--- src/rtl/mem_arb_pkg.sv ---
// Shared types for mem_arbiter: FSM state encoding and requester IDs.
package mem_arb_pkg;

  typedef enum logic [1:0] {
    IDLE  = 2'd0,
    ISSUE = 2'd1,
    WAIT  = 2'd2
  } arb_state_t;

  localparam logic REQ_IF = 1'b0;
  localparam logic REQ_LS = 1'b1;

endpackage

--- src/rtl/mem_arbiter.sv ---
// Shares the single RAM port between instruction fetch and load/store, one request at a time.
// Define MEM_ARB_RR_EN for round-robin tie-breaking; otherwise load/store has fixed priority.
module mem_arbiter
  import mem_arb_pkg::*;
#(
  parameter int ADDR_WIDTH = 32,
  parameter int DATA_WIDTH = 32
) (
  input  logic                  clk_in,
  input  logic                  rst_in,
  input  logic                  if_valid,
  input  logic [ADDR_WIDTH-1:0] if_addr,
  input  logic                  if_flush,
  output logic                  if_done,
  output logic [DATA_WIDTH-1:0] if_data,
  input  logic                  ls_valid,
  input  logic                  ls_wr,
  input  logic [ADDR_WIDTH-1:0] ls_addr,
  input  logic [DATA_WIDTH-1:0] ls_wdata,
  output logic                  ls_done,
  output logic [DATA_WIDTH-1:0] ls_rdata,
  output logic                  mem_wr,
  output logic [ADDR_WIDTH-1:0] mem_addr,
  output logic [DATA_WIDTH-1:0] mem_src,
  input  logic [DATA_WIDTH-1:0] mem_data
);

  arb_state_t            state, state_nxt;
  logic                  owner, owner_nxt;
  logic                  cancel, cancel_nxt;
  logic                  mem_wr_nxt;
  logic [ADDR_WIDTH-1:0] mem_addr_nxt;
  logic [DATA_WIDTH-1:0] mem_src_nxt;
  logic                  if_done_nxt, ls_done_nxt;
  logic [DATA_WIDTH-1:0] if_data_nxt, ls_rdata_nxt;
  logic                  if_elig, ls_elig, grant_ls;

  // A requester whose done pulse is high this cycle has already been served.
  assign if_elig = if_valid & ~if_done;
  assign ls_elig = ls_valid & ~ls_done;

`ifdef MEM_ARB_RR_EN
  logic last_grant, last_grant_nxt;

  assign grant_ls = ls_elig & (~if_elig | (last_grant == REQ_IF));
`else
  assign grant_ls = ls_elig;
`endif

  always_ff @(posedge clk_in or posedge rst_in) begin
    if (rst_in) begin
      state    <= IDLE;
      owner    <= REQ_IF;
      cancel   <= 1'b0;
      mem_wr   <= 1'b0;
      mem_addr <= '0;
      mem_src  <= '0;
      if_done  <= 1'b0;
      ls_done  <= 1'b0;
      if_data  <= '0;
      ls_rdata <= '0;
`ifdef MEM_ARB_RR_EN
      last_grant <= REQ_IF;
`endif
    end else begin
      state    <= state_nxt;
      owner    <= owner_nxt;
      cancel   <= cancel_nxt;
      mem_wr   <= mem_wr_nxt;
      mem_addr <= mem_addr_nxt;
      mem_src  <= mem_src_nxt;
      if_done  <= if_done_nxt;
      ls_done  <= ls_done_nxt;
      if_data  <= if_data_nxt;
      ls_rdata <= ls_rdata_nxt;
`ifdef MEM_ARB_RR_EN
      last_grant <= last_grant_nxt;
`endif
    end
  end

  always_comb begin
    state_nxt    = state;
    owner_nxt    = owner;
    cancel_nxt   = cancel;
    mem_wr_nxt   = mem_wr;
    mem_addr_nxt = mem_addr;
    mem_src_nxt  = mem_src;
    if_done_nxt  = 1'b0;
    ls_done_nxt  = 1'b0;
    if_data_nxt  = if_data;
    ls_rdata_nxt = ls_rdata;
`ifdef MEM_ARB_RR_EN
    last_grant_nxt = last_grant;
`endif

    case (state)
      IDLE: begin
        cancel_nxt = 1'b0;
        if (if_elig || ls_elig) begin
          state_nxt = ISSUE;
          if (grant_ls) begin
            owner_nxt    = REQ_LS;
            mem_addr_nxt = ls_addr;
            mem_src_nxt  = ls_wdata;
            mem_wr_nxt   = ls_wr;
          end else begin
            owner_nxt    = REQ_IF;
            mem_addr_nxt = if_addr;
            mem_wr_nxt   = 1'b0;
          end
`ifdef MEM_ARB_RR_EN
          last_grant_nxt = grant_ls ? REQ_LS : REQ_IF;
`endif
        end
      end

      // mem_wr being high here means the granted request is a store.
      ISSUE: begin
        if (mem_wr) begin
          mem_wr_nxt  = 1'b0;
          ls_done_nxt = 1'b1;
          state_nxt   = IDLE;
        end else begin
          state_nxt = WAIT;
          if ((owner == REQ_IF) && if_flush) begin
            cancel_nxt = 1'b1;
          end
        end
      end

      // A flush seen in ISSUE or here lets the RAM read finish but discards the word.
      WAIT: begin
        state_nxt  = IDLE;
        cancel_nxt = 1'b0;
        if (owner == REQ_LS) begin
          ls_rdata_nxt = mem_data;
          ls_done_nxt  = 1'b1;
        end else if (!(cancel || if_flush)) begin
          if_data_nxt = mem_data;
          if_done_nxt = 1'b1;
        end
      end

      default: state_nxt = IDLE;
    endcase
  end

endmodule
--- config.mk ---
export PLATFORM = sky130hd
export DESIGN_NAME = mem_arbiter
export DESIGN_NICKNAME = d
export VERILOG_FILES = /design/src/rtl/mem_arb_pkg.sv /design/src/rtl/mem_arbiter.sv
export SDC_FILE = /design/constraint.sdc
export NUM_CORES = 1
export LEC_CHECK = 0
export CORE_ASPECT_RATIO = 1.2
export CORE_MARGIN = 2
export CORE_UTILIZATION = 24
export DETAILED_ROUTE_END_ITERATION = 10
export MAX_ROUTING_LAYER = met4
export PLACE_DENSITY = 0.53
export SETUP_SLACK_MARGIN = 0.15
export SLEW_MARGIN = 20
export SYNTH_ARGS = -nofsm -noshare
export SYNTH_HDL_FRONTEND = slang
export SYNTH_SLANG_ARGS = --single-unit
--- constraint.sdc ---
create_clock -name clk_in -period 4.7 [get_ports clk_in]
set_clock_uncertainty 0.2 [all_clocks]
set_input_delay 0.94 -clock clk_in [delete_from_list [all_inputs] [get_ports clk_in]]
set_output_delay 0.94 -clock clk_in [all_outputs]
set_load 0.02 [all_outputs]
# Yosys cells after proc, flatten, opt, wreduce, memory -nomap -nowiden

Index checks and enable logic that the tools add are counted.

Eq/ne operators: 5
Multiplexer cells: 17
Bitwise operators: 6
Reduce and logical (&&, ||, !) cells: 13

Operator list:

| cell                 | count |
|---|---|
| $mux W32             | 1 |
| $mux W1              | 10 |
| $reduce_and A3 Y1    | 3 |
| $ne A2 B2 Y1 const B | 3 |
| $pmux W1 S2          | 3 |
| $reduce_and A2 Y1    | 3 |
| $mux W2              | 2 |
| $not A1 Y1           | 4 |
| $pmux W2 S2          | 1 |
| $reduce_bool A2 Y1   | 2 |
| $and A1 B1 Y1        | 2 |
| $eq A2 B1 Y1 const B | 1 |
| $eq A2 B2 Y1 const B | 1 |
| $logic_not A2 Y1     | 1 |
| $logic_or A1 B1 Y1   | 2 |
| $reduce_or A2 Y1     | 1 |
| $logic_and A1 B1 Y1  | 1 |

Bits in registers: 135
Input port bits: 134
Output and inout bits: 131
Word-level logic and storage cells: 51

# Depth between registers and ports, before layout

Depth in word-level cells: 5
Depth in mapped cells: 5
Depth with buffers taken out: 5

# Least setup slack after synthesis

Ideal clock, no wire load.

Path type: input to register
Start: input port ls_valid
End: register mem_addr[27]
Setup time: 128 ps
Arrival time: 1857 ps
Data required time: 4372 ps
Slack: 2516 ps
Cell stages on the path: 5
Buffers on the path: 2
Cell sequence: nand2b_1 buf_6 a21boi_4 buf_6 mux2_1

Longest elaborated chain between the ends: 3
Elaborated cells on any way between the ends: 4
Those cells by class: mux: 1; bitwise: 1; reduce/logical: 2

Ends and longest elaborated chain:

| what                               | line               | source |
|---|---|---|
| start: declaration                 | mem_arbiter.sv:16  | `input logic ls_valid,` |
| $and A1 B1 Y1 (*)                  | mem_arbiter.sv:40  | `assign ls_elig = ls_valid & ~ls_done;` |
| $logic_or A1 B1 Y1                 | mem_arbiter.sv:100 | `if (if_elig \|\| ls_elig) begin` |
| $reduce_and A2 Y1 (no source line) | -                  |  |
| end signal: assignment             | mem_arbiter.sv:70  | `mem_addr <= mem_addr_nxt;` |
| end: declaration                   | mem_arbiter.sv:23  | `output logic [ADDR_WIDTH-1:0] mem_addr,` |

Every way passes the cells marked *; elsewhere a longest branch is shown, timed or not.
A chain may end at the register's enable or synchronous reset.

# Final worst setup path

Start: input port ls_valid
End: register mem_addr[29]

The elaborated chain is that of the path after synthesis.

==> reports/results.ini <==
[job]
max_cap_violations=0

[power_and_ir_drop]
p_comb_frac=0.491
ir_worst_vdd_mv=0.280
switching_share=0.344
total_power_mw=6.64
pwr-share-seq=0.313
p_switching_mw=2.28
p_clk_frac=0.196
p_leak_nw=3.94
power_density_nw_per_um2=712
intPower_mw=4.36

[timing]
setup_tns_ns=0
setup_viol=0
final-hold-violation-count=0
tightest_slew_ns=0.786
maxSlewViolCount=0
period_needed_ns=2.93
slew_headroom=0.476
fmax_mhz=342
final.period_utilization=0.623
rsz0062_at_grt=no

[setup_path]
critPathCaptureType=flop
worstSetupPathType=in -> reg
critPathSlowestCell=clkdlybuf4s50_1
worstSetupStartpointType=primary input
path_cells=clkdlybuf4s50_1 > nand2b_2 > a21boi_4 > buf_4 > mux2_2
critPathMaxStageDelay_ns=0.50
crit_arrival_ns=3.01
crit_required_ns=4.78
crit_path_max_fanout=32

[floorplanning]
dieArea_sq_um=25400
coreArea_sq_um=23800
dieHeight_um=174
start_util=0.243
rows=62
boundaryPins=265
dieWidth_um=146

[global_route]
antenna_found_initial=0
grt_pass1_wl_mm=25.3
grt_max_degree=136
grt_overflow=0
track_usage=0.131
grt_pass1_vias=4421

[synth]
yosysSeqAreaShare=0.583
yosys_warnings=0
synth_area_per_cell_sq_um=16.9
syn_area_sq_um=5800
ys_seq_elements=135
synth_cell_types=21
syn_nets=483
syn_inst=343

[layout]
nets=756
diodes=0
layout_commonest_cell=clkdlybuf4s50_1
multi_input_area_sq_um=2260
regArea_sq_um=3380
layout_common_cells=264 x clkdlybuf4s50_1, 135 x dfrtp_1, 103 x mux2_2
drive_gt1_frac=0.318
syn2layout_area_growth_pct=61.0
fillers=2276

[detailed_routing]
drt_wl_total_mm=15.7
wl_per_cell_um=16.6
drt_pass1_iterations=4
drc_errors=0
first_iter_violations=84
ant_nets=0
num_vias=3915
vias_per_cell=4.13

[clocking]
numClockSinks=135
root_buffer=clkbuf_16
numCtsBuffers=17
clock_latency_ns=0.41
h-tree-depth=4
cts_buffer_depth=2
post_cts_resize_count=0
tritoncts=done
cts_hold_buf=0
cts_setup_buffers=0
clk_pin_slew_ns=0.06

[placed_design]
io_buffers=264
place.gp.congestion=0.749
hpwlAfterDp_mm=11.1

[status]
outcome=completed

[hold_path]
hp-class=reg -> reg

final timing paths:
| kind | from | to | slack, ns | cells past startpoint |
|---|---|---|---|---|
| worst min register to register | mem_addr[28]$_DFFE_PP0P_ | mem_addr[28]$_DFFE_PP0P_ | 0.29 | 1 |
| worst min-delay path | mem_addr[28]$_DFFE_PP0P_ | mem_addr[28]$_DFFE_PP0P_ | 0.29 | 1 |
| worst max-delay path | ls_valid | mem_addr[29]$_DFFE_PP0P_ | 1.77 | 5 |
| worst max register to register | ls_done$_DFF_PP0_ | mem_addr[29]$_DFFE_PP0P_ | 2.27 | 4 |
| max in group asynchronous | rst_in | state[0]$_DFFE_PP0P_ | 2.79 | 3 |
| min in group asynchronous | rst_in | mem_addr[23]$_DFFE_PP0P_ | 0.87 | 3 |
synth_stat cells:
cell type	count	area, sq um
o21ai_0	2	10.0
ha_1	6	75.1
dfrtp_1	135	3380
inv_1	5	18.8
nand3_1	1	5.00
a221oi_1	1	8.76
mux2_2	103	1160
nand2b_1	3	18.8
nand3b_1	1	7.51
nor2_1	2	7.51
a31oi_1	1	6.26
or4b_1	1	10.0
nand2_1	3	11.3
nor4b_4	1	23.8
mux2i_1	1	10.0
a21boi_0	1	7.51
buf_2	6	30.0
mux2_1	2	22.5
a21boi_4	1	18.8
mux2_4	57	856
buf_6	10	113
final cells by class:
type | count | share of cell area
sequential | 135 | 0.362
timing repair buffer | 270 | 0.289
multi-input combinational | 187 | 0.242
clock buffer | 19 | 0.0475
tap | 320 | 0.0429
clock inverter | 12 | 0.0138
inverter | 5 | 0.00241
critical path, delay by kind of cell:
family / cells / cell delay (ns)
AO/OA/AOI/OAI: 1 / 0.25
buffers and inverters: 2 / 0.97
multiplexers: 1 / 0.41
AND/OR/NAND/NOR: 1 / 0.38
through the flow:
stage	cells	utilization	setup WS (ns)	area [sq um]	hold slack, ns
floorplan	343	-	1.88	5800	0.343
global placement	917	0.368	1.40	8760	0.288
detailed placement	917	0.368	1.34	8760	0.288
CTS	948	0.392	1.78	9330	0.302
global route	948	0.392	1.70	9330	0.314
finish	948	0.392	1.77	9330	0.295
metal layers:
layer	GRT usage	vias to the layer above	routed length [um]
li1	-	1761	-
met5	-	-	0
met2	0.214	173	7820
met1	0.148	1966	6260
met3	0.0530	15	1390
met4	0.0396	0	229
sequential cells by signal, indices dropped and copies added (netlist names):
| name | flops |
|---|---|
| mem_src | 32 |
| mem_addr | 32 |
| state | 2 |
| ls_rdata | 32 |
| mem_wr | 1 |
| if_data | 32 |
| owner | 1 |
| ls_done | 1 |
| cancel | 1 |
| if_done | 1 |
power groups by stage:
stage	Sequential (mW)	Clock (mW)	Combinational [mW]
floorplan	2.76	0	1.11
global placement	2.07	0	3.27
detailed placement	2.09	0	3.30
CTS	2.08	1.36	3.32
global route	2.16	1.41	3.45
finish	2.08	1.30	3.26
logic make-up after synthesis:
logic type	Yosys count	synth area share
AND/OR/NAND/NOR	12	0.0145
flip-flops	135	0.583
multiplexers	163	0.353
buffers and inverters	21	0.0278
AO/OA/AOI/OAI	6	0.00885
adder cells (fa/ha/maj)	6	0.0129
Power figures use the tool's default switching activity.
